`config.mk`:
```
export PLATFORM = sky130hd
export DESIGN_NAME = proj_gfm_collector_flat
export DESIGN_NICKNAME = d
export VERILOG_FILES = /design/src/rtl/proj_gfm_collector_pkg.sv /design/src/rtl/proj_gfm_collector_if.sv /design/src/rtl/proj_gfm_collector_fifo.sv /design/src/rtl/proj_gfm_collector.sv /design/src/flat_wrapper.sv
export SDC_FILE = /design/constraint.sdc
export NUM_CORES = 1
export LEC_CHECK = 0
export BUFFER_PORTS_ARGS = -buffer_cell sky130_fd_sc_hd__buf_4
export CAP_MARGIN = 20
export CORE_AREA = 2 2 261 263
export CTS_CLUSTER_DIAMETER = 60
export DETAILED_ROUTE_END_ITERATION = 7
export DIE_AREA = 0 0 263 265
export GPL_ROUTABILITY_DRIVEN = 0
export PLACE_DENSITY = 0.62
export SYNTH_ARGS = -nofsm -noshare
export SYNTH_HDL_FRONTEND = slang
export SYNTH_SLANG_ARGS = --single-unit
```
`constraint.sdc`:
```
create_clock -name clk -period 3.7 [get_ports clk]
set_clock_uncertainty 0.05 [all_clocks]
set_input_delay 0.555 -clock clk [delete_from_list [all_inputs] [get_ports clk]]
set_output_delay 0.555 -clock clk [all_outputs]
set_load 0.1 [all_outputs]
```
`src/rtl/proj_gfm_collector_pkg.sv`:
```
// proj_gfm_collector_pkg: shared sizes, FIFO entry type and assembly state type for the GFM collector
package proj_gfm_collector_pkg;
    localparam int FRAG_PART_ONE_HOT          = 32;
    localparam int FRAG_PARTS_COUNT           = 4;
    localparam int SIGNED_INDICE_LEN          = 11;
    localparam int GFM_COLLECTOR_FIFO_DEPTH   = 4;
    localparam int COLLECTOR_FRAG_LEN_ONE_HOT = FRAG_PARTS_COUNT * FRAG_PART_ONE_HOT;
    localparam int PART_CNT_W                 = $clog2(FRAG_PARTS_COUNT);
    localparam int LEVEL_W                    = $clog2(GFM_COLLECTOR_FIFO_DEPTH) + 1;

    typedef struct packed {
        logic [SIGNED_INDICE_LEN-1:0]          idx;
        logic [COLLECTOR_FRAG_LEN_ONE_HOT-1:0] frag;
    } gfm_entry_t;

    typedef enum logic {COL_IDLE, COL_FILL} col_state_t;
endpackage

```
`src/rtl/proj_gfm_collector_if.sv`:
```
// proj_gfm_collector_if: extender-side fragment parts in, assembled fragments out over valid/ready
interface proj_gfm_collector_if;
    import proj_gfm_collector_pkg::*;
    logic                                  in_start;
    logic                                  in_part_valid;
    logic [FRAG_PART_ONE_HOT-1:0]          in_gfm_part;
    logic [SIGNED_INDICE_LEN-1:0]          in_index;
    logic                                  in_ready;
    logic                                  out_valid;
    logic [COLLECTOR_FRAG_LEN_ONE_HOT-1:0] out_frag;
    logic [SIGNED_INDICE_LEN-1:0]          out_frag_index;
    logic                                  out_overflow;
    logic [LEVEL_W-1:0]                    out_level;

    modport master (
        output in_start, in_part_valid, in_gfm_part, in_index, in_ready,
        input  out_valid, out_frag, out_frag_index, out_overflow, out_level
    );
    modport slave (
        input  in_start, in_part_valid, in_gfm_part, in_index, in_ready,
        output out_valid, out_frag, out_frag_index, out_overflow, out_level
    );
endinterface

```
`src/rtl/proj_gfm_collector_fifo.sv`:
```
// proj_gfm_collector_fifo: registered FIFO of fragment entries; a push into a full FIFO succeeds only with a same-cycle pop
module proj_gfm_collector_fifo
    import proj_gfm_collector_pkg::*;
#(
    parameter int DEPTH = GFM_COLLECTOR_FIFO_DEPTH
) (
    input  logic                   clk,
    input  logic                   rst_n,
    input  logic                   push,
    input  logic                   pop,
    input  gfm_entry_t             din,
    output gfm_entry_t             dout,
    output logic                   full,
    output logic                   empty,
    output logic [$clog2(DEPTH):0] level
);
    localparam int AW = $clog2(DEPTH);

    gfm_entry_t   mem_q [DEPTH];
    gfm_entry_t   mem_d [DEPTH];
    logic [AW:0]  wr_q, wr_d, rd_q, rd_d;
    logic         do_wr, do_rd;

    assign empty = wr_q == rd_q;
    assign full  = (wr_q[AW] != rd_q[AW]) && (wr_q[AW-1:0] == rd_q[AW-1:0]);
    assign level = wr_q - rd_q;
    assign dout  = empty ? '0 : mem_q[rd_q[AW-1:0]];
    assign do_rd = pop && !empty;
    assign do_wr = push && (!full || do_rd);

    // next storage and pointers; the extra pointer bit separates full from empty
    always_comb begin
        mem_d = mem_q;
        wr_d  = wr_q + (AW+1)'(do_wr);
        rd_d  = rd_q + (AW+1)'(do_rd);
        if (do_wr) mem_d[wr_q[AW-1:0]] = din;
    end

    // storage and pointer registers
    always_ff @(posedge clk or negedge rst_n) begin
        if (!rst_n) begin
            wr_q <= '0;
            rd_q <= '0;
            for (int i = 0; i < DEPTH; i++) mem_q[i] <= '0;
        end else begin
            wr_q  <= wr_d;
            rd_q  <= rd_d;
            mem_q <= mem_d;
        end
    end
endmodule

```
`src/rtl/proj_gfm_collector.sv`:
```
// proj_gfm_collector: assembles per-cycle one-hot parts into indexed fragments and queues them for downstream
module proj_gfm_collector
    import proj_gfm_collector_pkg::*;
(
    input logic                 clk,
    input logic                 rst_n,
    proj_gfm_collector_if.slave bus
);
    col_state_t                            state_q, state_d, state_eff;
    logic [PART_CNT_W-1:0]                 cnt_q, cnt_d, cnt_eff;
    logic [COLLECTOR_FRAG_LEN_ONE_HOT-1:0] asm_q, asm_d;
    logic [SIGNED_INDICE_LEN-1:0]          idx_q, idx_d;
    logic                                  ovf_q, ovf_d;
    logic                                  push, pop, full, empty;
    gfm_entry_t                            head;

    assign state_eff = bus.in_start ? COL_IDLE : state_q;
    assign cnt_eff   = bus.in_start ? '0 : cnt_q;
    assign pop       = !empty && bus.in_ready;

    // assembly FSM: slot 0 captures the index, the last slot pushes the finished fragment
    always_comb begin
        state_d = state_eff;
        cnt_d   = cnt_eff;
        asm_d   = bus.in_start ? '0 : asm_q;
        idx_d   = idx_q;
        push    = 1'b0;
        if (bus.in_part_valid) begin
            if (state_eff == COL_IDLE) begin
                state_d = COL_FILL;
                cnt_d   = PART_CNT_W'(1);
                idx_d   = bus.in_index;
                asm_d   = COLLECTOR_FRAG_LEN_ONE_HOT'(bus.in_gfm_part);
            end else begin
                asm_d[int'(cnt_eff)*FRAG_PART_ONE_HOT +: FRAG_PART_ONE_HOT] = bus.in_gfm_part;
                if (cnt_eff == PART_CNT_W'(FRAG_PARTS_COUNT-1)) begin
                    push    = 1'b1;
                    state_d = COL_IDLE;
                    cnt_d   = '0;
                end else begin
                    cnt_d = cnt_eff + 1'b1;
                end
            end
        end
        ovf_d = ovf_q | (push & full & ~pop);
    end

    // assembly state, part counter, partial fragment and sticky overflow
    always_ff @(posedge clk or negedge rst_n) begin
        if (!rst_n) begin
            state_q <= COL_IDLE;
            cnt_q   <= '0;
            asm_q   <= '0;
            idx_q   <= '0;
            ovf_q   <= 1'b0;
        end else begin
            state_q <= state_d;
            cnt_q   <= cnt_d;
            asm_q   <= asm_d;
            idx_q   <= idx_d;
            ovf_q   <= ovf_d;
        end
    end

    proj_gfm_collector_fifo #(.DEPTH(GFM_COLLECTOR_FIFO_DEPTH)) u_fifo (
        .clk   (clk),
        .rst_n (rst_n),
        .push  (push),
        .pop   (pop),
        .din   ({idx_d, asm_d}),
        .dout  (head),
        .full  (full),
        .empty (empty),
        .level (bus.out_level)
    );

    assign bus.out_valid      = !empty;
    assign bus.out_frag       = head.frag;
    assign bus.out_frag_index = head.idx;
    assign bus.out_overflow   = ovf_q;
endmodule
```
`src/flat_wrapper.sv`:
```
// flat-port wrapper written by rule: the top's interface ports become plain ports
module proj_gfm_collector_flat import proj_gfm_collector_pkg::*;
  (clk, rst_n, bus_in_start, bus_in_part_valid, bus_in_gfm_part, bus_in_index, bus_in_ready, bus_out_valid, bus_out_frag, bus_out_frag_index, bus_out_overflow, bus_out_level);
  proj_gfm_collector_if bus_i ();
  input logic clk;
  input logic rst_n;
  input wire logic [$bits(bus_i.in_start)-1:0] bus_in_start;
  input wire logic [$bits(bus_i.in_part_valid)-1:0] bus_in_part_valid;
  input wire logic [$bits(bus_i.in_gfm_part)-1:0] bus_in_gfm_part;
  input wire logic [$bits(bus_i.in_index)-1:0] bus_in_index;
  input wire logic [$bits(bus_i.in_ready)-1:0] bus_in_ready;
  output wire logic [$bits(bus_i.out_valid)-1:0] bus_out_valid;
  output wire logic [$bits(bus_i.out_frag)-1:0] bus_out_frag;
  output wire logic [$bits(bus_i.out_frag_index)-1:0] bus_out_frag_index;
  output wire logic [$bits(bus_i.out_overflow)-1:0] bus_out_overflow;
  output wire logic [$bits(bus_i.out_level)-1:0] bus_out_level;
  assign bus_i.in_start = bus_in_start;
  assign bus_i.in_part_valid = bus_in_part_valid;
  assign bus_i.in_gfm_part = bus_in_gfm_part;
  assign bus_i.in_index = bus_in_index;
  assign bus_i.in_ready = bus_in_ready;
  assign bus_out_valid = bus_i.out_valid;
  assign bus_out_frag = bus_i.out_frag;
  assign bus_out_frag_index = bus_i.out_frag_index;
  assign bus_out_overflow = bus_i.out_overflow;
  assign bus_out_level = bus_i.out_level;
  proj_gfm_collector u_core (.clk(clk), .rst_n(rst_n), .bus(bus_i));
endmodule
```
==> run_results.csv, run 1 <==
group,metric,value,unit
outcome,outcome,"finished, final reports clean",
worst_setup_path,worst_ep_required_time,3.09,ns
pwr,pwr-share-clk,41.4,%
detailed_routing,final_antenna_net_count,0,
layout,fillers,5772,
pwr,swShare,27.6,%
clocking,cts_sinks,705,
layout,final_cell_mix,"dfrtp_1, nand2_1, o21ai_0, buf_4, inv_1",
layout,multi_input_area,0.0108,mm2
pwr,peakVddDrop,633,uV
floorplanning,dieArea,0.0697,mm2
hold_path,min_path_type,"in2reg",
clocking,cts_buffer_depth,3,
detailed_routing,vias,20300,
timing,fin_tns_setup,0,ns
worst_setup_path,path_max_fanout,63,
grt,grt_pass1_vias,21100,
grt,grt_max_degree,221,
synthesis,synth.cell_area,0.0298,mm2
timing,fin_crit,3.51,ns
clocking,cts_buffers,77,
detailed_routing,drt_iter0_drc,1509,
timing,slew_headroom,26.4,%
grt,antenna_found_initial,4,
grt,grt_pass1_wl,124000,um
synthesis,seq_area_frac_synth,59.3,%
pwr,total_power,18.5,mW
grt,use_met3,4.11,%
clocking,clk_latency,0.62,ns
run,cap_viol_max_count,0,
layout,layout-drive-gt1-share,19.1,%
timing,grt_setup_unrepaired,"no",
grt,grt.overflow.total,0,
timing,worst_slew_pin_slew,1.10,ns
detailed_routing,drc,0,
timing,fin_crit_sh,94.8,%
clocking,cts_tree,"done",
timing,finalSetupViolations,0,
grt,grt_use_met1,32.9,%
grt,grt_usage,23.2,%
synthesis,synth_cells,2632,
grt,grt_use_met2,36.3,%
clocking,cts_max_level,3,
floorplanning,start_util,44.6,%
pwr,intPower,13.4,mW
detailed_routing,drt-total-wl,79000,um
layout,seqCellArea,0.0176,mm2
synthesis,yosysUniqueCellTypes,39,
pwr,powerDensity,530,mW/mm2
place,dp_cells,3546,
clocking,cts_root_buf,"clkbuf_16",
detailed_routing,wl_per_cell,21.4,um
pwr,cellLeakagePower,17.3,nW
floorplanning,core,0.0668,mm2
grt,grt_most_used_layer,"met2",
detailed_routing,drt-vias-per-instance,5.50,
timing,finalHoldViolCount,0,
layout,syn_to_final_growth,17.3,%
clocking,clkSlewWorstSetupHoldPaths,0.06,ns
layout,mostFrequentLayoutCell,"dfrtp_1",
synthesis,syn_nets,2692,
pwr,power_frac_seq,42.6,%
worst_setup_path,cp-start-kind,"register",
floorplanning,ios,192,
floorplanning,die_y,265,um
place,post-dp-hpwl,47400,um
layout,final_util,52.3,%
pwr,combPwrFrac,16.0,%
layout,finalNetCount,2820,
place,placed_area,0.0323,mm2
worst_setup_path,crit_path_end_kind,"output port",
worst_setup_path,critPathKind,"reg2out",
timing,fmax,285,MHz
floorplanning,fp.dieW,263,um
worst_setup_path,crit_arrival,2.90,ns
pwr,switchingPower,5.11,mW
synthesis,ys_warn_count,0,
layout,stdcell_area,0.0349,mm2
layout,fin_cells,3688,
detailed_routing,firstDrtPassIters,5,
place,port_buffers,191,
synthesis,ys_seq_elements,705,
floorplanning,rows,95,
synthesis,syn_area_per_cell,11.3,um2
timing,slew_viol_final,0,
[metal layers]
| layer | up-vias | wire length, um |
|---|---|---|
| li1 | 9257 | - |
| met1 | 10300 | 35500 |
| met2 | 562 | 36500 |
| met3 | 109 | 4660 |
| met4 | 2 | 2250 |
| met5 | - | 12 |
[power groups by stage]
| stage | clock (mW) | sequential [mW] | combinational [mW] |
|---|---|---|---|
| 6_report | 7.66 | 7.88 | 2.97 |
| 3_5_place_dp | 0 | 8.06 | 2.93 |
| 3_3_place_gp | 0 | 8.05 | 2.93 |
| 5_1_grt | 8.16 | 7.89 | 3.20 |
| 2_1_floorplan | 0 | 7.98 | 1.94 |
| 4_1_cts | 7.83 | 7.92 | 2.93 |
[synthesized netlist by cell type, drive strengths merged]
cell | number | share of area [%]
o21a | 1 | 0.025
mux4 | 139 | 11
or2b | 5 | 0.13
nand3 | 1 | 0.017
nand4b | 2 | 0.059
nand3b | 2 | 0.050
nor2 | 142 | 1.8
or3 | 1 | 0.021
and2 | 140 | 2.9
a2111oi | 1 | 0.093
o2111a | 1 | 0.038
nor4 | 1 | 0.042
nand2 | 420 | 5.3
fa | 1 | 0.067
a21boi | 1 | 0.025
ha | 11 | 0.46
nand2b | 1 | 0.021
buf | 81 | 1.4
xnor2 | 2 | 0.084
mux2i | 11 | 0.37
a21oi | 144 | 2.4
nor2b | 4 | 0.084
a21o | 1 | 0.025
and4b | 1 | 0.034
a22oi | 128 | 4.2
xor2 | 2 | 0.059
o2111ai | 3 | 0.15
clkbuf | 115 | 1.5
inv | 147 | 1.9
o21ai | 417 | 7.0
dfrtp | 705 | 59
nor3 | 1 | 0.017
[logic make-up after synthesis]
logic type | share of synthesized area (%)
DFF | 59.3
and+or+nand+nor | 10.5
AOI/OAI and AO/OA | 14.0
muxes | 10.9
xor gates and xnor gates | 0.143
adders and majority gates | 0.530
buffers and inverters | 4.69
[path summary, 6_finish.rpt]
check	depth (start not counted)	start	endpoint	slack, ns
worst max-delay path	6	u_core.u_fifo.wr_q[0]$_DFF_PN0_	bus_out_frag[97]	0.19
worst min-delay path	2	bus_in_start	u_core.cnt_q[1]$_DFF_PN0_	0.19
worst max register to register	8	u_core.cnt_q[0]$_DFF_PN0_	u_core.u_fifo.mem_q[343]$_DFFE_PN0P_	0.55
worst min register to register	2	u_core.u_fifo.mem_q[235]$_DFFE_PN0P_	u_core.u_fifo.mem_q[235]$_DFFE_PN0P_	0.42
max in group asynchronous	3	rst_n	u_core.asm_q[51]$_DFF_PN0_	2.03
min in group asynchronous	2	rst_n	u_core.u_fifo.mem_q[370]$_DFFE_PN0P_	0.56
[area by class of cell]
cell class,instances,area share (%)
Inverter,147,1.58
Sequential cell,705,50.6
Clock buffer,115,6.62
Tap cell,873,3.13
Antenna cell,2,0.0143
Timing Repair Buffer,245,6.36
Clock inverter,17,0.663
Multi-Input combinational cell,1584,31.1
[registers in the layout, summed over array words and instances (netlist names)]
name / flops
u_core.u_fifo.mem_q: 556
u_core.asm_q: 128
u_core.idx_q: 11
u_core.u_fifo.rd_q: 3
u_core.u_fifo.wr_q: 3
u_core.cnt_q: 2
u_core.bus.out_overflow: 1
u_core.state_q: 1
[worst max-delay path, stage by stage (launching register included)]
cell	delay (ns)
dfrtp_1	0.44
inv_1	0.16
ha_1	0.40
nand3_4	0.31
buf_12	0.32
and2_1	0.29
buf_4	0.33
[per-stage QoR]
step           setup WS [ns]  hold WS (ns)
4_1_cts              0.00199         0.160
3_3_place_gp           0.338         0.405
5_1_grt               0.0257         0.193
3_5_place_dp           0.236         0.416
2_1_floorplan         0.0861         0.209
6_report               0.191         0.189
[timing repair]
| item | CTS | global route |
|---|---|---|
| hold endpoints to repair | 18 | 0 |
| resized for setup | 0 | 1 |
| setup endpoints to repair | 0 | 25 |
| hold buffers | 1 | 0 |
| buffers inserted | 0 | 7 |
No activity file was read; power rests on OpenSTA's default activity.
==> run 2, diff against run 1 <==
Settings changed: RECOVER_POWER set to 100.
==> run 2 against run 1 <==
Net effect:
- the run now ends with max-capacitance violations, max-slew violations left
- global-route usage unchanged
- utilization down 0.77 points
- sequential power about the same
- fmax down 2.5%
- critical endpoint is now bus_out_frag[71]
- largest power group unchanged
==> run_results.csv, run 2 (synthesis results as in run 1) <==
group,metric,value,unit
detailed_routing,drc,0,
place,post-place-ws,0.236,ns
detailed_routing,firstDrtPassIters,5,
timing,grt_setup_unrepaired,"no",
floorplanning,core,0.0668,mm2
floorplanning,rows,95,
clocking,cts_buffer_depth,3,
pwr,peakVddDrop,627,uV
run,cap_viol_max_count,3,
clocking,cts_sinks,705,
grt,grt_pass1_vias,21100,
layout,syn_to_final_growth,15.6,%
grt,grt.overflow.total,0,
grt,grt_pass1_wl,124000,um
detailed_routing,wl_per_cell,21.5,um
worst_setup_path,critPathKind,"reg2out",
timing,fin_tns_setup,0,ns
timing,fin_crit_sh,97.3,%
pwr,intPower,13.4,mW
pwr,cellLeakagePower,16.7,nW
worst_setup_path,crit_top_cell,"clkbuf_4",
layout,layout-drive-gt1-share,18.0,%
clocking,clkSlewWorstSetupHoldPaths,0.06,ns
clocking,cts_root_buf,"clkbuf_16",
pwr,combPwrFrac,15.7,%
timing,finalSetupViolations,0,
floorplanning,die_y,265,um
clocking,cts_buffers,77,
place,port_buffers,191,
worst_setup_path,crit_slowest_cell,"clkbuf_4",
pwr,powerDensity,536,mW/mm2
outcome,outcome,"complete, but fails checks",
timing,slew_headroom,-90.1,%
layout,largest-register,"u_core.u_fifo.mem_q",
pwr,power_frac_seq,42.7,%
pwr,swShare,27.5,%
layout,final_util,51.5,%
layout,final_cell_mix,"dfrtp_1, nand2_1, o21ai_0, inv_1, nor2_1",
place,post-dp-hpwl,47400,um
clocking,clk_latency,0.62,ns
timing,fin_crit,3.60,ns
hold_path,min_path_type,"in2reg",
floorplanning,fp.dieW,263,um
detailed_routing,drt-vias-per-instance,5.49,
worst_setup_path,crit_path_end_kind,"output port",
layout,mostFrequentLayoutCell,"dfrtp_1",
timing,finalHoldViolCount,0,
timing,setup_ws,0.100,ns
timing,worst_slew_pin_slew,2.85,ns
place,dp_cells,3546,
timing,slew_viol_final,374,
worst_setup_path,crit_family,"buffers and inverters",
timing,fmax,278,MHz
layout,finalNetCount,2820,
worst_setup_path,crit_arrival,2.99,ns
pwr,pwr-share-clk,41.5,%
layout,largest_reg_flops,556,
grt,grt_max_degree,221,
worst_setup_path,path_max_fanout,65,
worst_setup_path,cp-start-kind,"register",
grt,antenna_found_initial,4,
layout,fin_cells,3687,
floorplanning,dieArea,0.0697,mm2
floorplanning,start_util,44.6,%
worst_setup_path,worst_ep_required_time,3.09,ns
grt,grt_usage,23.2,%
worst_setup_path,cp_slowest_stage_delay,0.90,ns
worst_setup_path,crit_path_cell_trace,"clkbuf_4 -> mux4_2 -> and2_1 -> clkbuf_4",
detailed_routing,drt-total-wl,79100,um
floorplanning,ios,192,
pwr,switchingPower,5.08,mW
detailed_routing,vias,20200,
worst_setup_path,crit_buf_inv,2,
layout,largestRegisters,"u_core.u_fifo.mem_q x556, u_core.asm_q x128, u_core.idx_q x11",
detailed_routing,final_antenna_net_count,0,
detailed_routing,drt_iter0_drc,1566,
clocking,cts_tree,"done",
outcome,violations,"max-capacitance violations, max-slew violations",
clocking,cts_max_level,3,
==> run 2: cell types whose count changed in the layout (fill, tap and decap cells not counted), moves of 5 or more <==
cell | before | now
buf_4 | 214 | 84
clkbuf_4 | 0 | 115
o21ai_0 | 354 | 414
o21ai_1 | 61 | 1
a22oi_1 | 108 | 128
a22oi_4 | 20 | 0
and2_0 | 0 | 11
and2_1 | 140 | 129
clkbuf_2 | 0 | 11
buf_12 | 28 | 21
buf_2 | 0 | 5
clkbuf_1 | 15 | 20
==> run 2: per-layer routing <==
metal,track usage [%],vias up,share of wire (%)
met1,32.9,10300,45
li1,-,9244,-
met5,0,-,0.015
met2,36.3,535,46
met3,4.11,113,5.7
met4,7.71,2,3.1
==> run 2: worst register-to-register path, cell delays in order (launching register included) <==
cell and delay [ns]:
dfrtp_4 0.57, ha_1 0.40, nand3b_1 0.24, o2111ai_1 0.42, buf_4 1.12, o21ai_0 0.48
==> run 2: final cells by class <==
type	count	area (um2)
antenna	1	2.50
clock buffer	115	2310
clock inverter	17	231
fill	5850	32400
inverter	147	552
multi-input combinational	1584	10500
sequential	705	17600
tap	873	1090
timing repair buffer	245	2060
==> run 2: power groups by stage <==
stage               Sequential (mW)  Combinational [mW]  Clock [mW]
finish                         7.88                2.90        7.66
global route                   7.89                3.14        8.16
global placement               8.05                2.93           0
floorplan                      7.98                1.94           0
detailed placement             8.06                2.93           0
CTS                            7.92                2.93        7.83
==> run 2: final timing paths <==
kind | cells after the start | to | slack, ns | start
worst max-delay path | 4 | bus_out_frag[71] | 0.10 | u_core.u_fifo.rd_q[1]$_DFF_PN0_
worst min-delay path | 2 | u_core.cnt_q[1]$_DFF_PN0_ | 0.19 | bus_in_start
worst max register to register | 5 | u_core.u_fifo.mem_q[251]$_DFFE_PN0P_ | 0.22 | u_core.u_fifo.rd_q[0]$_DFF_PN0_
worst min register to register | 2 | u_core.u_fifo.mem_q[255]$_DFFE_PN0P_ | 0.43 | u_core.u_fifo.mem_q[255]$_DFFE_PN0P_
max in group asynchronous | 3 | u_core.u_fifo.mem_q[520]$_DFFE_PN0P_ | 0.53 | rst_n
min in group asynchronous | 2 | u_core.u_fifo.mem_q[231]$_DFFE_PN0P_ | 1.34 | rst_n
==> run 2: through the flow <==
| stage | total power, mW | instance area, um2 | hold WS [ns] |
|---|---|---|---|
| CTS | 18.7 | 34800 | 0.160 |
| finish | 18.4 | 34400 | 0.194 |
| global route | 19.2 | 34400 | 0.193 |
| detailed placement | 11.0 | 32300 | 0.416 |
| global placement | 11.0 | 32300 | 0.405 |
| floorplan | 9.92 | 29800 | 0.209 |
==> run 2: repair_timing <==
| item | CTS | global route |
|---|---|---|
| endpoints found under the hold margin | 18 | 0 |
| resized for setup | 0 | 1 |
| endpoints found under the setup margin | 0 | 25 |
| buffers inserted | 0 | 7 |
| hold buffers | 1 | 0 |
==> run 3, diff against run 2 <==
Settings changed: CORE_AREA 2 2 261 263 to 2 2 349 351, DIE_AREA 0 0 263 265 to 0 0 351 353, PLACE_DENSITY 0.62 to 0.39.
==> run 3 against run 2 <==
Net effect:
- the flow still finishes with violations (max-capacitance violations, max-slew violations)
- fmax rose by 1.3%
- total power rose by 9.0%
- global-route usage fell by 7.6 points
- largest power group is now clock
- wire length rose by 20%
- die area rose by 78%
==> run_results.csv, run 3 (synthesis results as in run 1) <==
group,metric,value,unit
timing,finalHoldWorstSlack,0.175,ns
place,post-dp-hpwl,57800,um
detailed_routing,vias,20300,
detailed_routing,drt-vias-per-instance,4.54,
layout,largest_reg_flops,556,
floorplanning,start_util,24.7,%
worst_setup_path,crit_path_end_kind,"output port",
pwr,combPwrFrac,15.3,%
worst_setup_path,reg2reg_to,"u_core.u_fifo.mem_q[488]$_DFFE_PN0P_",
layout,mostFrequentLayoutCell,"dfrtp_1",
detailed_routing,firstDrtPassIters,5,
timing,fin_crit_sh,96.0,%
detailed_routing,final_antenna_net_count,0,
timing,worst_slew_pin_slew,2.01,ns
detailed_routing,wl_per_cell,21.2,um
worst_setup_path,crit_slowest_cell,"dfrtp_4",
pwr,cellLeakagePower,17.4,nW
clocking,clk_latency,0.64,ns
clocking,clkSlewWorstSetupHoldPaths,0.06,ns
worst_setup_path,cp_slowest_stage_delay,0.63,ns
floorplanning,dieArea,0.124,mm2
timing,fin_tns_setup,0,ns
timing,fin_crit,3.55,ns
layout,stdcell_area,0.0363,mm2
layout,layout-drive-gt1-share,19.4,%
clocking,cts_tree,"done",
worst_setup_path,crit_top_cell,"buf_4",
grt,grt_pass1_wl,143000,um
timing,grt_setup_unrepaired,"no",
timing,finalSetupViolations,0,
place,port_buffers,191,
pwr,switchingPower,5.65,mW
worst_setup_path,rrSetupSlack,0.48,ns
pwr,peakVddDrop,341,uV
pwr,power_frac_seq,39.4,%
clocking,cts_max_level,3,
worst_setup_path,path_max_fanout,32,
layout,fin_cells,4478,
hold_path,whs_path_depth,3,
layout,final_cell_mix,"dfrtp_1, nand2_1, o21ai_0, inv_1, nor2_1",
floorplanning,fp.dieW,351,um
worst_setup_path,crit_arrival,2.95,ns
pwr,intPower,14.5,mW
outcome,violations,"max-capacitance violations, max-slew violations",
timing,finalHoldViolCount,0,
clocking,cts_root_buf,"clkbuf_16",
timing,slew_viol_final,293,
grt,grt_max_degree,159,
pwr,powerDensity,554,mW/mm2
timing,fmax,281,MHz
worst_setup_path,worst_ep_required_time,3.09,ns
layout,fillers,12400,
clocking,cts_buffer_depth,3,
worst_setup_path,cp-start-kind,"register",
pwr,pwr-share-clk,45.4,%
clocking,cts_sinks,705,
floorplanning,ios,192,
layout,largest-register,"u_core.u_fifo.mem_q",
pwr,swShare,28.1,%
layout,syn_to_final_growth,22.0,%
place,dp_cells,4310,
worst_setup_path,r2r-start,"u_core.cnt_q[0]$_DFF_PN0_",
grt,grt.overflow.total,0,
timing,slew_headroom,-33.8,%
hold_path,min_path_type,"in2reg",
worst_setup_path,critPathKind,"reg2out",
detailed_routing,drt-total-wl,95100,um
floorplanning,die_y,353,um
layout,largestRegisters,"u_core.u_fifo.mem_q x556, u_core.asm_q x128, u_core.idx_q x11",
detailed_routing,drt_iter0_drc,1194,
run,cap_viol_max_count,5,
layout,multi_input_area,0.0108,mm2
floorplanning,core,0.121,mm2
hold_path,hold_end,"u_core.idx_q[5]$_DFF_PN0_",
place,placed_area,0.0333,mm2
worst_setup_path,crit_path_cell_trace,"ha_1 -> nand3_4 -> buf_4 -> and2_1 -> buf_4",
grt,grt_pass1_vias,21600,
floorplanning,rows,128,
grt,antenna_found_initial,8,
detailed_routing,drc,0,
grt,grt_usage,15.5,%
hold_path,min_from,"bus_in_index[5]",
worst_setup_path,r2r_cells,8,
layout,seqCellArea,0.0176,mm2
clocking,postCtsSetupBuffers,0,
outcome,outcome,"complete, but fails checks",
clocking,cts_buffers,91,
layout,finalNetCount,2839,
pwr,total_power,20.1,mW
run 3: cell count changes in the layout (fill, tap and decap cells not counted), moves of 6 or more:
cell / change
clkbuf_2: -6
and2_0: -10
a22oi_4: +20
a22oi_1: -20
o21ai_0: -60
buf_4: -9
clkbuf_1: +16
o21ai_1: +60
clkbuf_4: +9
clkbuf_16: +15
and2_1: +10
run 3: how the worst max path moves through the flow:
stage	startpoint	slack (ns)	cells past startpoint	to
4_1_cts	u_core.u_fifo.rd_q[0]$_DFF_PN0_	0.02	5	bus_out_frag[1]
6_report	u_core.u_fifo.rd_q[0]$_DFF_PN0_	0.15	5	bus_out_frag[62]
3_3_place_gp	bus_in_start	0.29	9	u_core.u_fifo.mem_q[209]$_DFFE_PN0P_
5_1_grt	u_core.u_fifo.rd_q[0]$_DFF_PN0_	0.0006	5	bus_out_frag[62]
2_1_floorplan	u_core.u_fifo.rd_q[1]$_DFF_PN0_	0.09	8	bus_out_frag_index[1]
3_5_place_dp	bus_in_start	0.14	9	u_core.u_fifo.mem_q[488]$_DFFE_PN0P_
run 3: per-layer routing:
layer | track usage [%] | part of all wire [%]
met3 | 2.79 | 4.9
met5 | 0 | 0
met1 | 22.0 | 47
met4 | 4.81 | 2.6
met2 | 24.0 | 45
run 3: per-stage QoR:
step                setup WS [ns]  utilization, %
finish                      0.147            30.1
global route             0.000605            30.1
CTS                        0.0206            30.2
detailed placement          0.136            27.6
global placement            0.287            27.6
floorplan                  0.0861               -
run 3: cell type report:
class,instances,share of cell area (%)
Clock buffer,137,7.58
Clock inverter,27,1.05
Timing Repair Buffer,250,5.81
Multi-Input combinational cell,1584,29.8
Tap cell,1625,5.60
Inverter,147,1.52
Antenna cell,3,0.0207
Sequential cell,705,48.6
run 3: critical path: cells and delay by family (launching register included):
family,cells,cell delay [ns]
buffers and inverters,2,0.70
adders and majority gates,1,0.40
and+or+nand+nor,2,0.55
DFF,1,0.63
run 3: power groups by stage:
stage	Sequential (mW)	Combinational [mW]	Clock, mW
CTS	7.92	3.21	9.42
global route	7.93	3.31	9.78
floorplan	7.98	1.94	0
global placement	8.05	3.18	0
finish	7.92	3.07	9.12
detailed placement	8.05	3.20	0
run 3: what timing repair did:
action | in CTS | in global routing
endpoints found under the setup margin | 0 | 2
hold buffers | 1 | 0
endpoints found under the hold margin | 66 | 0
gates resized for setup | 0 | 1
